### config.mk
export PLATFORM = sky130hd
export DESIGN_NAME = wb_rr_arbiter_flat
export DESIGN_NICKNAME = d
export VERILOG_FILES = /design/src/rtl/wb_rr_arbiter_if.sv /design/src/rtl/wb_rr_arbiter.sv /design/src/flat_wrapper.sv
export SDC_FILE = /design/constraint.sdc
export NUM_CORES = 1
export LEC_CHECK = 0
export CAP_MARGIN = 10
export CORE_MARGIN = 2
export CORE_UTILIZATION = 30
export DETAILED_ROUTE_END_ITERATION = 10
export PLACE_DENSITY = 0.82
export SLEW_MARGIN = 10
export SYNTH_ARGS = -nofsm -noshare
export SYNTH_HDL_FRONTEND = slang
export SYNTH_SLANG_ARGS = --single-unit
### constraint.sdc
create_clock -name clk_i -period 1.4 [get_ports clk_i]
set_input_delay 0.14 -clock clk_i [delete_from_list [all_inputs] [get_ports clk_i]]
set_output_delay 0.14 -clock clk_i [all_outputs]
set_load 0.01 [all_outputs]
### src/rtl/wb_rr_arbiter_if.sv
// wb_rr_arbiter_if: bundles the per-master Wishbone buses, the shared slave bus and the arbiter status into one interface.
// Ports (all members, named from the arbiter's point of view):
//   m_we_i/m_stb_i/m_adr_i/m_dat_i  per-master request, master k in slice k
//   m_ack_o/m_err_o/m_dat_o         per-master response, err pulses with ack on timeout
//   s_we_o/s_stb_o/s_adr_o/s_dat_o  shared slave request, s_ack_i/s_dat_i slave response
//   busy_o/grant_o                  arbiter status
// Modport slave is taken by the arbiter, which is the slave every master sees;
// modport master is the environment side that drives masters and the slave model.
interface wb_rr_arbiter_if #(
  parameter int MastersNb = 2,
  parameter int AddrSz = 4,
  parameter int DataSz = 8
);
  localparam int GrantSz = $clog2(MastersNb);
  logic [MastersNb-1:0] m_we_i;
  logic [MastersNb-1:0] m_stb_i;
  logic [AddrSz*MastersNb-1:0] m_adr_i;
  logic [DataSz*MastersNb-1:0] m_dat_i;
  logic [MastersNb-1:0] m_ack_o;
  logic [MastersNb-1:0] m_err_o;
  logic [DataSz*MastersNb-1:0] m_dat_o;
  logic s_we_o;
  logic s_stb_o;
  logic [AddrSz-1:0] s_adr_o;
  logic [DataSz-1:0] s_dat_o;
  logic s_ack_i;
  logic [DataSz-1:0] s_dat_i;
  logic busy_o;
  logic [GrantSz-1:0] grant_o;
  modport slave (
    input m_we_i, m_stb_i, m_adr_i, m_dat_i, s_ack_i, s_dat_i,
    output m_ack_o, m_err_o, m_dat_o, s_we_o, s_stb_o, s_adr_o, s_dat_o, busy_o, grant_o
  );
  modport master (
    output m_we_i, m_stb_i, m_adr_i, m_dat_i, s_ack_i, s_dat_i,
    input m_ack_o, m_err_o, m_dat_o, s_we_o, s_stb_o, s_adr_o, s_dat_o, busy_o, grant_o
  );
endinterface

### src/rtl/wb_rr_arbiter.sv
// wb_rr_arbiter: round-robin sharing of one Wishbone B4 slave between MastersNb masters, with per-transaction timeout.
// Ports: clk_i rising-edge clock, rst_ni synchronous active-low reset,
//        bus (wb_rr_arbiter_if.slave) carrying all master, slave and status signals.
// Interface parameters MastersNb/AddrSz/DataSz must match the ones given here.
module wb_rr_arbiter #(
  parameter int MastersNb = 2,
  parameter int AddrSz = 4,
  parameter int DataSz = 8,
  parameter int TimeoutCycles = 15
) (
  input logic clk_i,
  input logic rst_ni,
  wb_rr_arbiter_if.slave bus
);
  localparam int GW = $clog2(MastersNb);
  localparam int TW = $clog2(TimeoutCycles + 1);
  typedef enum logic {IDLE, BUSY} state_t;
  state_t state;
  logic [GW-1:0] ptr, grant, sel, nxt;
  logic [TW-1:0] timer;
  logic busy, stb_g, we_g, ack, tmo, done;
  logic [AddrSz-1:0] adr_g;
  logic [DataSz-1:0] dat_g;
  // Explicit wrap keeps indices in range when MastersNb is not a power of two.
  function automatic int wrap(input int v);
    return v >= MastersNb ? v - MastersNb : v;
  endfunction
  // Scan downward so the lowest offset from the pointer is the last (winning) assignment.
  always_comb begin
    sel = ptr;
    for (int i = MastersNb - 1; i >= 0; i--)
      sel = bus.m_stb_i[wrap(int'(ptr) + i)] ? GW'(wrap(int'(ptr) + i)) : sel;
  end
  always_comb begin
    stb_g = 1'b0;
    we_g = 1'b0;
    adr_g = '0;
    dat_g = '0;
    for (int k = 0; k < MastersNb; k++)
      if (grant == GW'(k)) begin
        stb_g = bus.m_stb_i[k];
        we_g = bus.m_we_i[k];
        adr_g = bus.m_adr_i[k*AddrSz +: AddrSz];
        dat_g = bus.m_dat_i[k*DataSz +: DataSz];
      end
  end
  // A dropped strobe is an abort: it suppresses both ack and timeout.
  assign busy = state == BUSY;
  assign ack = busy & stb_g & bus.s_ack_i;
  assign tmo = busy & stb_g & ~bus.s_ack_i & (timer == TW'(TimeoutCycles));
  assign done = ~stb_g | bus.s_ack_i | tmo;
  assign nxt = grant == GW'(MastersNb - 1) ? '0 : grant + 1'b1;
  assign bus.s_stb_o = busy & stb_g & ~tmo;
  assign bus.s_we_o = busy & we_g;
  assign bus.s_adr_o = busy ? adr_g : '0;
  assign bus.s_dat_o = busy ? dat_g : '0;
  assign bus.m_ack_o = (ack | tmo) ? MastersNb'(1) << grant : '0;
  assign bus.m_err_o = tmo ? MastersNb'(1) << grant : '0;
  assign bus.busy_o = busy;
  assign bus.grant_o = grant;
  always_comb begin
    bus.m_dat_o = '0;
    for (int k = 0; k < MastersNb; k++)
      if (ack && grant == GW'(k)) bus.m_dat_o[k*DataSz +: DataSz] = bus.s_dat_i;
  end
  always_ff @(posedge clk_i) begin
    if (!rst_ni) begin
      state <= IDLE;
      ptr <= '0;
      grant <= '0;
      timer <= '0;
    end else if (state == IDLE) begin
      if (|bus.m_stb_i) begin
        state <= BUSY;
        grant <= sel;
        timer <= '0;
      end
    end else if (done) begin
      state <= IDLE;
      ptr <= nxt;
    end else begin
      timer <= timer + 1'b1;
    end
  end
endmodule

### src/flat_wrapper.sv
// flat-port wrapper written by rule: the top's interface ports become plain ports
module wb_rr_arbiter_flat 
#(
  parameter int MastersNb = 2,
  parameter int AddrSz = 4,
  parameter int DataSz = 8,
  parameter int TimeoutCycles = 15
)
  (clk_i, rst_ni, bus_m_we_i, bus_m_stb_i, bus_m_adr_i, bus_m_dat_i, bus_s_ack_i, bus_s_dat_i, bus_m_ack_o, bus_m_err_o, bus_m_dat_o, bus_s_we_o, bus_s_stb_o, bus_s_adr_o, bus_s_dat_o, bus_busy_o, bus_grant_o);
  wb_rr_arbiter_if #(.MastersNb(MastersNb), .AddrSz(AddrSz), .DataSz(DataSz)) bus_i ();
  input logic clk_i;
  input logic rst_ni;
  input wire logic [$bits(bus_i.m_we_i)-1:0] bus_m_we_i;
  input wire logic [$bits(bus_i.m_stb_i)-1:0] bus_m_stb_i;
  input wire logic [$bits(bus_i.m_adr_i)-1:0] bus_m_adr_i;
  input wire logic [$bits(bus_i.m_dat_i)-1:0] bus_m_dat_i;
  input wire logic [$bits(bus_i.s_ack_i)-1:0] bus_s_ack_i;
  input wire logic [$bits(bus_i.s_dat_i)-1:0] bus_s_dat_i;
  output wire logic [$bits(bus_i.m_ack_o)-1:0] bus_m_ack_o;
  output wire logic [$bits(bus_i.m_err_o)-1:0] bus_m_err_o;
  output wire logic [$bits(bus_i.m_dat_o)-1:0] bus_m_dat_o;
  output wire logic [$bits(bus_i.s_we_o)-1:0] bus_s_we_o;
  output wire logic [$bits(bus_i.s_stb_o)-1:0] bus_s_stb_o;
  output wire logic [$bits(bus_i.s_adr_o)-1:0] bus_s_adr_o;
  output wire logic [$bits(bus_i.s_dat_o)-1:0] bus_s_dat_o;
  output wire logic [$bits(bus_i.busy_o)-1:0] bus_busy_o;
  output wire logic [$bits(bus_i.grant_o)-1:0] bus_grant_o;
  assign bus_i.m_we_i = bus_m_we_i;
  assign bus_i.m_stb_i = bus_m_stb_i;
  assign bus_i.m_adr_i = bus_m_adr_i;
  assign bus_i.m_dat_i = bus_m_dat_i;
  assign bus_i.s_ack_i = bus_s_ack_i;
  assign bus_i.s_dat_i = bus_s_dat_i;
  assign bus_m_ack_o = bus_i.m_ack_o;
  assign bus_m_err_o = bus_i.m_err_o;
  assign bus_m_dat_o = bus_i.m_dat_o;
  assign bus_s_we_o = bus_i.s_we_o;
  assign bus_s_stb_o = bus_i.s_stb_o;
  assign bus_s_adr_o = bus_i.s_adr_o;
  assign bus_s_dat_o = bus_i.s_dat_o;
  assign bus_busy_o = bus_i.busy_o;
  assign bus_grant_o = bus_i.grant_o;
  wb_rr_arbiter #(.MastersNb(MastersNb), .AddrSz(AddrSz), .DataSz(DataSz), .TimeoutCycles(TimeoutCycles)) u_core (.clk_i(clk_i), .rst_ni(rst_ni), .bus(bus_i));
endmodule
==> impl_metrics.ini <==
[outcome]
status = finished with violations
violations = setup timing

[floorplan]
io_pins = 75
die-area_mm2 = 0.00298
coreArea_mm2 = 0.00245
start_util = 0.312
die_y_um = 54.6
rows = 18
die_x_um = 54.6

[grt]
grt_max_degree = 13
grt.overflow.total = 0
antenna_found_initial = 0
grtUsageTotal = 0.207
grt_pass1_wl_mm = 4.49
grt_pass1_vias = 1038

[clock_network]
clock_latency_ns = 0.25
htree_levels = 1
cts_sinks = 7
cts_made_buffers = 3
cts_tree = built
cts_root_buffer = clkbuf_4
clk_pin_slew_ns = 0.05
clock_path_buffers = 2

[yosys]
syn_inst = 99
yosysUniqueCellTypes = 28
netlist_area_um2 = 767
synth_warnings = 0
ys_seq_area_frac = 0.183
avgSynthCellArea_um2 = 7.75
ys_ff_latch = 7
syn-num-nets = 139

[cells_and_area]
mostFrequentLayoutCells = 38 x clkdlybuf4s50_1, 25 x buf_4, 21 x buf_2
layout_commonest_cell = clkdlybuf4s50_1
areaGrowthSynthToFinish_pct = 135
diodes = 0
stdcell_area_mm2 = 0.00180
drive_gt1_frac = 0.478
finalNetCount = 242
fillerInstances = 191

[sta]
slew_headroom = 0.862
period_minus_slack_ns = 1.49
fin_ws_ns = -0.0897
rsz0062_at_grt = true
fmax_mhz = 671
finalHoldViolCount = 0
worstMarginPinSlew_ns = 0.207
timing.final.setup_violations = 9
finalClockSkew_ns = 0.000334
fin_crit_sh = 1.06
report.final.slew_viol_count = 0

[power_and_ir_drop]
combPwrFrac = 0.513
p_int_mw = 0.582
p_seq_frac = 0.266
pwr-share-clk = 0.221
leakagePower_nw = 0.845
switchingPower_mw = 0.261
power_density_mw_per_mm2 = 469
vdd_drop_max_mv = 0.454
swShare = 0.310
power_mw = 0.844

[place]
placed_cell_area_mm2 = 0.00168
hpwlAfterDp_mm = 2.33
port_buffers = 74
place.gp.congestion = 0.768

[routing]
first_iter_violations = 7
finalWirelength_mm = 3.26
num_vias = 1124
drc = 0
wl_per_cell_um = 14.1
drt_first_pass_iters = 4
postRouteAntennaNets = 0
viasPerCell = 4.87

[worst_setup_path]
critPathArrivalTime_ns = 1.35
cp_max_fo = 5
crit_type = reg -> out
worstPathRequired_ns = 1.26
start_kind = flip-flop
end_kind = primary output
regToRegSetupSlack_ns = 0.04

[worst_hold_path]
hold_class = reg -> reg

[flow_run]
drv_cap = 0
[power by group through the flow]
| stage | Sequential (mW) | Clock, mW | Combinational (mW) |
|---|---|---|---|
| finish | 0.225 | 0.186 | 0.433 |
| global route | 0.226 | 0.209 | 0.465 |
| CTS | 0.222 | 0.188 | 0.417 |
| detailed placement | 0.222 | 0 | 0.400 |
| global placement | 0.222 | 0 | 0.389 |
| floorplan | 0.222 | 0 | 0.153 |
[cell usage after synthesis]
library cell  count  share of area
a21boi_0          1         0.0098
a21boi_1          1         0.0098
a21oi_1           1         0.0065
a31oi_4           1          0.028
and2_1           16           0.13
and3_1            1         0.0082
buf_2             1         0.0065
buf_4             2          0.020
buf_6             1          0.015
clkbuf_1          1         0.0049
dfxtp_1           7           0.18
ha_1              1          0.016
inv_1             3          0.015
mux2_2            1          0.015
mux2_4            1          0.020
mux2i_1          17           0.22
nand2_1           4          0.020
nand3_1           8          0.052
nand3_2           1          0.013
nand3b_1          4          0.039
nand4_1           2          0.016
nor2_1           16          0.078
nor2b_2           1          0.011
nor3_1            2          0.013
o211a_1           1          0.013
o211ai_1          2          0.020
o21ai_0           1         0.0065
o21bai_1          1         0.0098
[final timing paths]
kind                     endpoint  depth (start not counted)               start
setup reg to reg  u_core.timer[2]                          5  u_core.bus.grant_o
hold reg to reg        u_core.ptr                          2          u_core.ptr
hold / removal         u_core.ptr                          2          u_core.ptr
setup / recovery      bus_s_stb_o                          4  u_core.bus.grant_o
[registers in the layout, summed over array words and instances (netlist names)]
register and cells:
u_core.bus.grant_o 1, u_core.timer 4, u_core.ptr 1, u_core.bus.busy_o 1
[per-layer routing]
metal	part of all wire	up-vias	GRT usage
met5	0	-	0
met4	0.0031	0	0.0750
met1	0.37	528	0.224
met3	0.082	2	0.0383
li1	-	552	-
met2	0.54	42	0.394
[critical path, cell delays in order (launching register included)]
cell     delay [ns]
dfxtp_4        0.42
buf_6          0.11
mux2_4         0.29
o211a_1        0.13
buf_2          0.14
[cells by family (layout without fill, tap and decap cells)]
kind of cell    after synthesis  count (layout)  share of synthesized area
simple gates                 55              55                      0.382
flops                         7               7                      0.183
fa+ha+maj                     1               1                     0.0163
compound gates                9               9                      0.103
mux                          19              19                      0.256
buf+inv                       8             110                     0.0603
[stage by stage]
step | hold slack, ns | setup slack, ns | std cells | util | setup TNS, ns
floorplan | 0.306 | 0.207 | 99 | - | 0
global placement | 0.508 | -0.383 | 220 | 0.682 | -9.31
detailed placement | 0.529 | -0.426 | 220 | 0.682 | -10.35
CTS | 0.546 | -0.0792 | 231 | 0.703 | -0.904
global route | 0.570 | -0.132 | 231 | 0.733 | -1.64
finish | 0.546 | -0.0897 | 231 | 0.733 | -0.363
[repair_timing]
| item | CTS | global route |
|---|---|---|
| hold buffers | 0 | 0 |
| resized for setup | 140 | 47 |
| setup buffers | 6 | 0 |
| pin swaps | 4 | 15 |
| gates cloned | 1 | 0 |
| endpoints found under the setup margin | 39 | 36 |
[final cells by class]
type | instances | area [um^2] | share of cell area
clock buffers | 4 | 26.3 | 0.0146
inverters | 3 | 15.0 | 0.00834
multi-input cells | 84 | 667 | 0.370
flip-flops and latches | 7 | 150 | 0.0834
well taps | 30 | 37.5 | 0.0208
repair buffers | 103 | 905 | 0.502
Power figures use the tool's default switching activity.
